[src/rtl/dma_io_responder_if.sv]
// Bus bundle for the DMA I/O responder: controller handshake, system data bus,
// local tx/rx FIFO ports, and the sticky status flags.
interface dma_io_responder_if #(
    parameter int DW = 8
);
    logic          DREQ;
    logic          DACK;
    logic          IOR_N;
    logic          IOW_N;
    logic          EOP_N;
    logic [DW-1:0] DB_IN;
    logic [DW-1:0] DB_OUT;
    logic          DB_OE;
    logic          EN;
    logic          DIR;
    logic          DEMAND;
    logic          TX_VALID;
    logic [DW-1:0] TX_DATA;
    logic          TX_READY;
    logic          RX_VALID;
    logic [DW-1:0] RX_DATA;
    logic          RX_READY;
    logic          TC_DONE;
    logic          UNDERRUN;
    logic          CLR;

    modport slave (
        input  DACK, IOR_N, IOW_N, EOP_N, DB_IN, EN, DIR, DEMAND,
               TX_VALID, TX_DATA, RX_READY, CLR,
        output DREQ, DB_OUT, DB_OE, TX_READY, RX_VALID, RX_DATA, TC_DONE, UNDERRUN
    );

    modport master (
        output DACK, IOR_N, IOW_N, EOP_N, DB_IN, EN, DIR, DEMAND,
               TX_VALID, TX_DATA, RX_READY, CLR,
        input  DREQ, DB_OUT, DB_OE, TX_READY, RX_VALID, RX_DATA, TC_DONE, UNDERRUN
    );
endinterface

[src/rtl/dma_io_responder.sv]
// DMA I/O responder: raises DREQ, services IOR/IOW strobes from a tx FIFO into
// an rx FIFO, and handles single/demand modes, EOP termination and aborts.
module dma_io_responder #(
    parameter int DEPTH = 4,
    parameter int DW    = 8
) (
    input logic              CLK,
    input logic              RESET_N,
    dma_io_responder_if.slave bus
);
    localparam int AW = $clog2(DEPTH);
    localparam int CW = AW + 1;

    typedef enum logic [2:0] {IDLE, REQ, XFER, GAP, TERM} stateT;

    stateT         state, stateNext;
    logic          dreq;

    logic [DW-1:0] txMem [DEPTH];
    logic [DW-1:0] rxMem [DEPTH];
    logic [AW-1:0] txWrPtr, txRdPtr, rxWrPtr, rxRdPtr;
    logic [CW-1:0] txCount, rxCount, txCountNext, rxCountNext;
    logic          txFull, txEmpty, rxFull, rxEmpty;
    logic          txPush, txPop, rxPush, rxPop;

    logic          activeStrobeN, inXfer, strobeLow, strobeDone;
    logic          strobePrevLow, eopSeen, eopHit, rdUnder;
    logic          reqCond, reqCondNext;
    logic          txReady, dbOe, tcDone, underrun;
    logic [DW-1:0] dbOut;

    assign txFull  = (txCount == CW'(DEPTH));
    assign txEmpty = (txCount == '0);
    assign rxFull  = (rxCount == CW'(DEPTH));
    assign rxEmpty = (rxCount == '0);

    // Only the strobe matching DIR is watched; the other one is ignored.
    assign activeStrobeN = bus.DIR ? bus.IOW_N : bus.IOR_N;
    assign inXfer        = (state == XFER) && bus.DACK;
    assign strobeLow     = inXfer && !activeStrobeN;
    assign strobeDone    = inXfer && strobePrevLow && activeStrobeN;
    assign eopHit        = eopSeen || !bus.EOP_N;

    assign txPush = bus.TX_VALID && !txFull;
    assign txPop  = strobeDone && !bus.DIR && !rdUnder;
    assign rxPush = strobeDone && bus.DIR && !rxFull;
    assign rxPop  = !rxEmpty && bus.RX_READY;

    assign txCountNext = txCount + CW'(txPush) - CW'(txPop);
    assign rxCountNext = rxCount + CW'(rxPush) - CW'(rxPop);

    assign reqCond     = bus.EN && (bus.DIR ? !rxFull : !txEmpty);
    // Demand-mode continuation looks at FIFO levels after this cycle's transfer.
    assign reqCondNext = bus.EN && (bus.DIR ? (rxCountNext != CW'(DEPTH))
                                            : (txCountNext != '0));

    always_ff @(posedge CLK or negedge RESET_N) begin
        if (!RESET_N) state <= IDLE;
        else          state <= stateNext;
    end

    // NOTE: every combinational output gets a default first so no path infers a latch.
    always_comb begin
        stateNext = state;
        dreq      = 1'b0;
        case (state)
            IDLE: if (reqCond) stateNext = REQ;
            REQ: begin
                dreq = 1'b1;
                if (!bus.EN)       stateNext = IDLE;
                else if (bus.DACK) stateNext = XFER;
            end
            XFER: begin
                dreq = 1'b1;
                if (!bus.DACK) begin
                    stateNext = IDLE;
                end else if (strobeDone) begin
                    if (eopHit)                        stateNext = TERM;
                    else if (bus.DEMAND && reqCondNext) stateNext = XFER;
                    else                               stateNext = GAP;
                end else if (!bus.EN && !strobePrevLow && activeStrobeN) begin
                    stateNext = GAP;
                end
            end
            GAP:     if (!bus.DACK) stateNext = IDLE;
            TERM:    if (!bus.DACK && !bus.EN) stateNext = IDLE;
            default: stateNext = IDLE;
        endcase
    end

    // NOTE: all sequential state uses non-blocking assignments so every register sees pre-edge values.
    always_ff @(posedge CLK or negedge RESET_N) begin
        if (!RESET_N) begin
            strobePrevLow <= 1'b0;
            eopSeen       <= 1'b0;
            rdUnder       <= 1'b0;
            dbOe          <= 1'b0;
            dbOut         <= '0;
            underrun      <= 1'b0;
            tcDone        <= 1'b0;
            txReady       <= 1'b1;
        end else begin
            strobePrevLow <= strobeLow;
            eopSeen       <= inXfer && !strobeDone && eopHit;
            dbOe          <= strobeLow && !bus.DIR;
            txReady       <= (txCountNext != CW'(DEPTH));

            // Data and underrun status are frozen at the first low sample of IOR.
            if (strobeLow && !bus.DIR) begin
                if (!strobePrevLow) begin
                    dbOut   <= txEmpty ? {DW{1'b1}} : txMem[txRdPtr];
                    rdUnder <= txEmpty;
                end
            end else begin
                dbOut <= '0;
            end

            if (strobeLow && !bus.DIR && !strobePrevLow && txEmpty) underrun <= 1'b1;
            else if (bus.CLR)                                       underrun <= 1'b0;

            if (state == XFER && stateNext == TERM) tcDone <= 1'b1;
            else if (bus.CLR)                       tcDone <= 1'b0;
        end
    end

    always_ff @(posedge CLK or negedge RESET_N) begin
        if (!RESET_N) begin
            txWrPtr <= '0;
            txRdPtr <= '0;
            txCount <= '0;
            rxWrPtr <= '0;
            rxRdPtr <= '0;
            rxCount <= '0;
        end else begin
            if (txPush) txWrPtr <= txWrPtr + AW'(1);
            if (txPop)  txRdPtr <= txRdPtr + AW'(1);
            if (rxPush) rxWrPtr <= rxWrPtr + AW'(1);
            if (rxPop)  rxRdPtr <= rxRdPtr + AW'(1);
            txCount <= txCountNext;
            rxCount <= rxCountNext;
        end
    end

    // NOTE: storage arrays are not reset; emptiness is defined by the reset pointers and counts.
    always_ff @(posedge CLK) begin
        if (txPush) txMem[txWrPtr] <= bus.TX_DATA;
        if (rxPush) rxMem[rxWrPtr] <= bus.DB_IN;
    end

    assign bus.DREQ     = dreq;
    assign bus.DB_OUT   = dbOut;
    assign bus.DB_OE    = dbOe;
    assign bus.TX_READY = txReady;
    assign bus.RX_VALID = !rxEmpty;
    assign bus.RX_DATA  = rxMem[rxRdPtr];
    assign bus.TC_DONE  = tcDone;
    assign bus.UNDERRUN = underrun;
endmodule

[src/flat_wrapper.sv]
// flat-port wrapper written by rule: the top's interface ports become plain ports
module dma_io_responder_flat 
#(
    parameter int DEPTH = 4,
    parameter int DW    = 8
)
  (CLK, RESET_N, bus_DACK, bus_IOR_N, bus_IOW_N, bus_EOP_N, bus_DB_IN, bus_EN, bus_DIR, bus_DEMAND, bus_TX_VALID, bus_TX_DATA, bus_RX_READY, bus_CLR, bus_DREQ, bus_DB_OUT, bus_DB_OE, bus_TX_READY, bus_RX_VALID, bus_RX_DATA, bus_TC_DONE, bus_UNDERRUN);
  dma_io_responder_if #(.DW(DW)) bus_i ();
  input logic CLK;
  input logic RESET_N;
  input wire logic [$bits(bus_i.DACK)-1:0] bus_DACK;
  input wire logic [$bits(bus_i.IOR_N)-1:0] bus_IOR_N;
  input wire logic [$bits(bus_i.IOW_N)-1:0] bus_IOW_N;
  input wire logic [$bits(bus_i.EOP_N)-1:0] bus_EOP_N;
  input wire logic [$bits(bus_i.DB_IN)-1:0] bus_DB_IN;
  input wire logic [$bits(bus_i.EN)-1:0] bus_EN;
  input wire logic [$bits(bus_i.DIR)-1:0] bus_DIR;
  input wire logic [$bits(bus_i.DEMAND)-1:0] bus_DEMAND;
  input wire logic [$bits(bus_i.TX_VALID)-1:0] bus_TX_VALID;
  input wire logic [$bits(bus_i.TX_DATA)-1:0] bus_TX_DATA;
  input wire logic [$bits(bus_i.RX_READY)-1:0] bus_RX_READY;
  input wire logic [$bits(bus_i.CLR)-1:0] bus_CLR;
  output wire logic [$bits(bus_i.DREQ)-1:0] bus_DREQ;
  output wire logic [$bits(bus_i.DB_OUT)-1:0] bus_DB_OUT;
  output wire logic [$bits(bus_i.DB_OE)-1:0] bus_DB_OE;
  output wire logic [$bits(bus_i.TX_READY)-1:0] bus_TX_READY;
  output wire logic [$bits(bus_i.RX_VALID)-1:0] bus_RX_VALID;
  output wire logic [$bits(bus_i.RX_DATA)-1:0] bus_RX_DATA;
  output wire logic [$bits(bus_i.TC_DONE)-1:0] bus_TC_DONE;
  output wire logic [$bits(bus_i.UNDERRUN)-1:0] bus_UNDERRUN;
  assign bus_i.DACK = bus_DACK;
  assign bus_i.IOR_N = bus_IOR_N;
  assign bus_i.IOW_N = bus_IOW_N;
  assign bus_i.EOP_N = bus_EOP_N;
  assign bus_i.DB_IN = bus_DB_IN;
  assign bus_i.EN = bus_EN;
  assign bus_i.DIR = bus_DIR;
  assign bus_i.DEMAND = bus_DEMAND;
  assign bus_i.TX_VALID = bus_TX_VALID;
  assign bus_i.TX_DATA = bus_TX_DATA;
  assign bus_i.RX_READY = bus_RX_READY;
  assign bus_i.CLR = bus_CLR;
  assign bus_DREQ = bus_i.DREQ;
  assign bus_DB_OUT = bus_i.DB_OUT;
  assign bus_DB_OE = bus_i.DB_OE;
  assign bus_TX_READY = bus_i.TX_READY;
  assign bus_RX_VALID = bus_i.RX_VALID;
  assign bus_RX_DATA = bus_i.RX_DATA;
  assign bus_TC_DONE = bus_i.TC_DONE;
  assign bus_UNDERRUN = bus_i.UNDERRUN;
  dma_io_responder #(.DEPTH(DEPTH), .DW(DW)) u_core (.CLK(CLK), .RESET_N(RESET_N), .bus(bus_i));
endmodule
[config.mk]
export PLATFORM = sky130hd
export DESIGN_NAME = dma_io_responder_flat
export DESIGN_NICKNAME = d
export VERILOG_FILES = /design/src/rtl/dma_io_responder_if.sv /design/src/rtl/dma_io_responder.sv /design/src/flat_wrapper.sv
export SDC_FILE = /design/constraint.sdc
export NUM_CORES = 1
export LEC_CHECK = 0
export ABC_CLOCK_PERIOD_IN_PS = 6490
export CORE_MARGIN = 10
export CORE_UTILIZATION = 59
export DETAILED_ROUTE_END_ITERATION = 16
export PLACE_DENSITY = 0.89
export SYNTH_ARGS = -nofsm -noshare
export SYNTH_HDL_FRONTEND = slang
export SYNTH_SLANG_ARGS = --single-unit
export TNS_END_PERCENT = 30
[constraint.sdc]
create_clock -name CLK -period 6.49 [get_ports CLK]
set_clock_uncertainty 0.1 [all_clocks]
set_input_delay 0.9735 -clock CLK [delete_from_list [all_inputs] [get_ports CLK]]
set_output_delay 0.9735 -clock CLK [all_outputs]
set_load 0.03 [all_outputs]
* Word level (Yosys, flattened, before mapping)
Memory sizes are Yosys's and may differ from the RTL's.
Cells that the tools add are included.
** Cells by class
- $add $sub $neg :: 8
- Bitwise gates (word level) :: 1
- Mux-type cells :: 25
- Equality and inequality tests :: 10
- Reduce and logical (&&, ||, !) cells :: 43
** Operator list (count)
- 3-bit two-way mux :: 9
- 8-bit two-way mux :: 3
- 1-bit logical AND :: 22
- 3-bit one-hot mux with 5 select lines :: 1
- 3-bit equality test, second input constant :: 4
- 1-bit logical NOT :: 12
- 1-bit two-way mux :: 12
- 3-bit logical NOT :: 3
- 2-bit by 1-bit adder with 2-bit output, second input constant :: 4
- 3-bit by 1-bit adder with 3-bit output :: 2
- 3-bit by 2-bit equality test with 1-bit output, second input constant :: 2
- 3-bit inequality test, second input constant :: 2
- 3-bit by 1-bit subtractor with 3-bit output :: 2
- 2-bit nonzero test :: 2
- 3-bit by 1-bit equality test with 1-bit output, second input constant :: 1
- 3-bit nonzero test :: 1
- 2-bit inequality test, second input constant :: 1
- 2-bit AND reduction :: 1
- 2-bit OR reduction :: 1
- 1-bit logical OR :: 1
- 1-bit inverter :: 1
** Word-level totals
- Memories :: 2
- Bits in registers :: 32
- Bits in writable memories :: 64
- Word-level logic and storage cells :: 104
- Output and inout port bits :: 22
- Input bits :: 28
** Memories
- u_core.rxMem :: depth 4, bits a word 8, read ports 1, clocked after memory_dff 0, write ports 1, line dma_io_responder.sv:20 : logic [DW-1:0] rxMem [DEPTH];
- u_core.txMem :: depth 4, bits a word 8, read ports 1, clocked after memory_dff 0, write ports 1, line dma_io_responder.sv:19 : logic [DW-1:0] txMem [DEPTH];

* Logic depth before layout (Yosys ltp)
- Depth after elaboration :: 20
- Gate-level depth with buffers :: 13
- Mapped depth without buffers :: 12

* Worst setup path after synthesis
No wires, ideal clock.
- Kind :: input-to-reg
- Start point :: in bus_DIR
- End point :: reg u_core.state[0]
- Buffers on the path :: 1
- Cell stages on the path :: 13
- Library setup time :: 0.134 ns
- Arrival time :: 3.140 ns
- Slack :: 3.115 ns
- Required time :: 6.256 ns
- Path through :: buf_2 > mux2_4 > nand3_4 > nor3_1 > ha_1 > inv_1 > ha_1 > inv_1 > fa_1 > xor3_1 > nor4_1 > a311oi_1 > o21ai_0
** Between the ends
- Elaborated cells between the ends (all ways) :: 25
- Those cells by class :: add/sub: 3; eq/ne: 1; mux: 10; reduce/logical: 11
** RTL lines
- from (decl) :: line flat_wrapper.sv:17 : input wire logic [$bits(bus_i.DIR)-1:0] bus_DIR;
- 1-bit two-way mux :: line dma_io_responder.sv:38 : assign activeStrobeN = bus.DIR ? bus.IOW_N : bus.IOR_N;
- 1-bit logical AND :: line dma_io_responder.sv:41 : assign strobeDone = inXfer && strobePrevLow && activeStrobeN;
- 1-bit logical AND (*) (2 in series) :: line dma_io_responder.sv:45 : assign txPop = strobeDone && !bus.DIR && !rdUnder;
- via u_core.txPop :: line dma_io_responder.sv:24 : logic txPush, txPop, rxPush, rxPop;
- 3-bit by 1-bit subtractor with 3-bit output (*) :: line dma_io_responder.sv:49 : assign txCountNext = txCount + CW'(txPush) - CW'(txPop);
- via u_core.txCountNext[2] :: line dma_io_responder.sv:22 : logic [CW-1:0] txCount, rxCount, txCountNext, rxCountNext;
- 3-bit nonzero test (*) :: line dma_io_responder.sv:55 : : (txCountNext != '0));
- 1-bit two-way mux (*) :: line dma_io_responder.sv:54 : assign reqCondNext = bus.EN && (bus.DIR ? (rxCountNext != CW'(DEPTH))
- 1-bit logical AND (*) :: line dma_io_responder.sv:54
- 1-bit logical AND (*) :: line dma_io_responder.sv:79 : else if (bus.DEMAND && reqCondNext) stateNext = XFER;
- 1-bit two-way mux (*) :: line dma_io_responder.sv:79
- 3-bit two-way mux (*) :: line dma_io_responder.sv:78 : if (eopHit) stateNext = TERM;
- 3-bit two-way mux (*) :: line dma_io_responder.sv:77 : end else if (strobeDone) begin
- 3-bit two-way mux (*) :: line dma_io_responder.sv:75 : if (!bus.DACK) begin
- 3-bit one-hot mux with 5 select lines (*) :: line dma_io_responder.sv:66 : case (state)
- via u_core.stateNext[0] :: line dma_io_responder.sv:16 : stateT state, stateNext;
- to (signal assigned) :: line dma_io_responder.sv:59 : else state <= stateNext;
- to (decl) :: line dma_io_responder.sv:16
Mark *: on every way through the listed nets, which the timed path passes. The rest lies on a longest branch.
A chain may end at the register's enable or synchronous reset.

* Worst setup path in the final report
Ends and elaborated chain as after synthesis.

==> results.yml <==
run_status:
  outcome: "finished, final reports clean"
timing:
  slew_headroom_pct: 23.8
  min_period_ps: 3820
  hold_violations: 0
  setup_tns_ps: 0
  layout_setup_ws_ps: 2670
  whs_ps: 424
  rsz0062_at_grt: "no"
  finalSetupViolations: 0
  drv_slew: 0
  fin_crit_sh_pct: 58.8
  clock.fmax_ghz: 0.262
  tightest_slew_ps: 1130
placed_design:
  dpl_cell_area_mm2: 0.00459
  dp_cells: 365
  globalplace.congestion: 0.929
  pre_cts_ws_ps: 2350
  dp_hpwl_um: 4970
  port_buffers: 49
cts:
  cts_resized: 0
  cts_setup_buffers: 0
  cts_tree: "built"
  clk_pin_slew_ps: 90
  cts_root_buffer: "clkbuf_8"
  insertion_delay_ps: 360
  cts_buffer_depth: 2
  clkSinkCount: 96
  hold_buffers: 0
  cts_inserted_buffers: 9
  cts_max_level: 3
yosys:
  synth.area.top_cells: "edfxtp_1, dfrtp_1, mux4_2"
  syn_inst: 244
  yosysSeqAreaShare_pct: 67.5
  synthesis.area_mm2: 0.00404
  synth_fa_ha_area_share_pct: 4.71
  ys_warn_count: 0
  synth.top_cell.area_share_pct: 47.6
  synthSimpleGateAreaFrac_pct: 10.3
  yosys.area_share.xor_xnor_pct: 2.54
  synth_compound_area_share_pct: 2.54
  syn_nets: 286
  ys_ff_latch: 96
  synth.largest_area_cell: "edfxtp_1"
  synth_cell_types: 45
  syn_avg_cell_area_um2: 16.5
  synth.area.mux_share_pct: 9.95
  synth_top_family_by_area: "simple AND/OR/NAND/NOR gates"
floorplanning:
  dieHeight_um: 103
  rows: 30
  start_util_pct: 60.1
  die_w_um: 103
  io-pin-count: 50
  dieArea_mm2: 0.0105
  core_area_mm2: 0.00672
global_routing:
  track_usage_pct: 14.1
  grt_pass1_vias: 2312
  grt_max_degree: 33
  grt_pass1_wl_um: 11300
  antenna_found_initial: 0
  overflow: 0
worst_setup_path:
  r2r_slack_ps: 3310
  worst_setup_path_start_kind: "input pin"
  cp_max_fo: 9
  cp.depth: 13
  crit_arrival_ps: 4000
  crit_path_cell_trace: "clkdlybuf4s50_1 -> mux2_4 -> nand3_4 -> nor3_1 -> ha_1 -> inv_1 -> ha_1 -> inv_1 -> fa_1 -> inv_1 -> nor4_1 -> a311oi_1 -> o21ai_0"
  r2r_end: "u_core.state[0]"
  rr_worst_depth: 12
  r2r_start: "u_core.state[0]"
  critPathLaunch: "bus_DIR"
  cp-end-kind: "flop"
  crit_end: "u_core.state[0]"
  worst-setup-path-type: "in -> reg"
  cp_slowest_stage_delay_ps: 650
  path_delay_family: "adder cells"
  critPathRequiredTime_ps: 6670
  slowest_stage: "clkdlybuf4s50_1"
  path_buf_inv: 4
  crit_path_frequent_cell: "inv_1"
cells_and_area:
  fin_cells: 381
  design_area_mm2: 0.00477
  layout_commonest_cell: "edfxtp_1"
  final_cell_mix: "edfxtp_1, clkdlybuf4s50_1, dfrtp_1"
  nets: 338
  final_util_pct: 70.9
  drive_above_1_share_pct: 15.0
  fill_cells: 426
  antennaDiodeCount: 0
  syn2layout_area_growth_pct: 18.1
pwr:
  leakage_nw: 1.78
  switchingPower_uw: 516
  ir_drop_mv: 0.192
  p_total_mw: 1.64
  clkPwrFrac_pct: 21.0
  pwr-share-seq_pct: 50.4
  p_int_mw: 1.13
  combPwrFrac_pct: 28.5
  powerDensity_mw_per_mm2: 345
  switching_share_pct: 31.4
route:
  detail-route-antenna-nets: 0
  drc: 0
  first_pass_iters: 4
  via_count: 2146
  routed_via_density: 5.63
  drtIter0Drc: 174
  wire_per_inst_um: 18.0
  routed_wl_um: 6850
worst_hold_path:
  holdCritPathClass: "reg -> reg"
run:
  maxCapViolCount: 0
[synth_stat cells, drive strengths merged]
| library cell | count |
|---|---|
| a211oi | 1 |
| a21boi | 1 |
| a21o | 1 |
| a21oi | 2 |
| a22o | 1 |
| a311oi | 2 |
| and2 | 10 |
| and4bb | 1 |
| buf | 7 |
| clkbuf | 2 |
| dfrtp | 31 |
| dfstp | 1 |
| edfxtp | 64 |
| fa | 2 |
| ha | 12 |
| inv | 15 |
| mux2 | 3 |
| mux4 | 16 |
| nand2 | 6 |
| nand2b | 1 |
| nand3 | 1 |
| nand3b | 1 |
| nand4 | 1 |
| nand4bb | 1 |
| nor2 | 5 |
| nor2b | 10 |
| nor3 | 18 |
| nor3b | 2 |
| nor4 | 2 |
| nor4b | 1 |
| o21ai | 7 |
| o2bb2ai | 1 |
| or2b | 1 |
| or3 | 2 |
| or3b | 1 |
| or4b | 1 |
| xnor2 | 6 |
| xor2 | 3 |
| xor3 | 1 |
[worst min path at each step]
stage,from,end,slack (ps),cells after the start
finish,u_core.bus.TC_DONE,u_core.bus.TC_DONE,420,1
CTS,u_core.bus.TC_DONE,u_core.bus.TC_DONE,430,1
global route,u_core.bus.TC_DONE,u_core.bus.TC_DONE,450,1
global placement,u_core.bus.TC_DONE,u_core.bus.TC_DONE,410,1
detailed placement,u_core.bus.TC_DONE,u_core.bus.TC_DONE,410,1
floorplan,u_core.eopSeen,u_core.eopSeen,390,2
[state kept, by name, indices dropped and copies added (netlist names), 2 cells and up]
register           flops
u_core.txCount         3
u_core.txRdPtr         2
u_core.txWrPtr         2
u_core.rxRdPtr         2
u_core.state           3
u_core.rxMem          32
u_core.bus.DB_OUT      8
u_core.rxCount         3
u_core.txMem          32
u_core.rxWrPtr         2
[cell families after synthesis]
group	count (synthesis)
muxes	19
AOI/OAI and AO/OA	16
DFF	96
adders and majority gates	14
xor gates and xnor gates	10
buffers and inverters	24
and+or+nand+nor	65
[power by group through the flow]
stage	registers (mW)	logic, mW	clock network [mW]
floorplan	0.800	0.355	0
global placement	0.837	0.458	0
detailed placement	0.844	0.473	0
CTS	0.831	0.475	0.353
global route	0.844	0.511	0.383
finish	0.829	0.469	0.346
[final cells by class]
class                   count  area (um2)  area share (%)
clock inverters             4        28.8           0.604
flip-flops and latches     96        2720            57.2
well taps                  80         100            2.10
multi-input cells         124        1210            25.5
clock buffers              12         145            3.05
repair buffers             50         498            10.4
inverters                  15        56.3            1.18
[per-layer routing]
| metal | GRT usage, % | vias up | wire [um] |
|---|---|---|---|
| li1 | - | 1006 | - |
| met1 | 16.5 | 1065 | 2850 |
| met2 | 23.8 | 68 | 3530 |
| met3 | 5.43 | 7 | 415 |
| met4 | 3.80 | 0 | 55 |
| met5 | 0 | - | 0 |
Power figures use the tool's default switching activity.
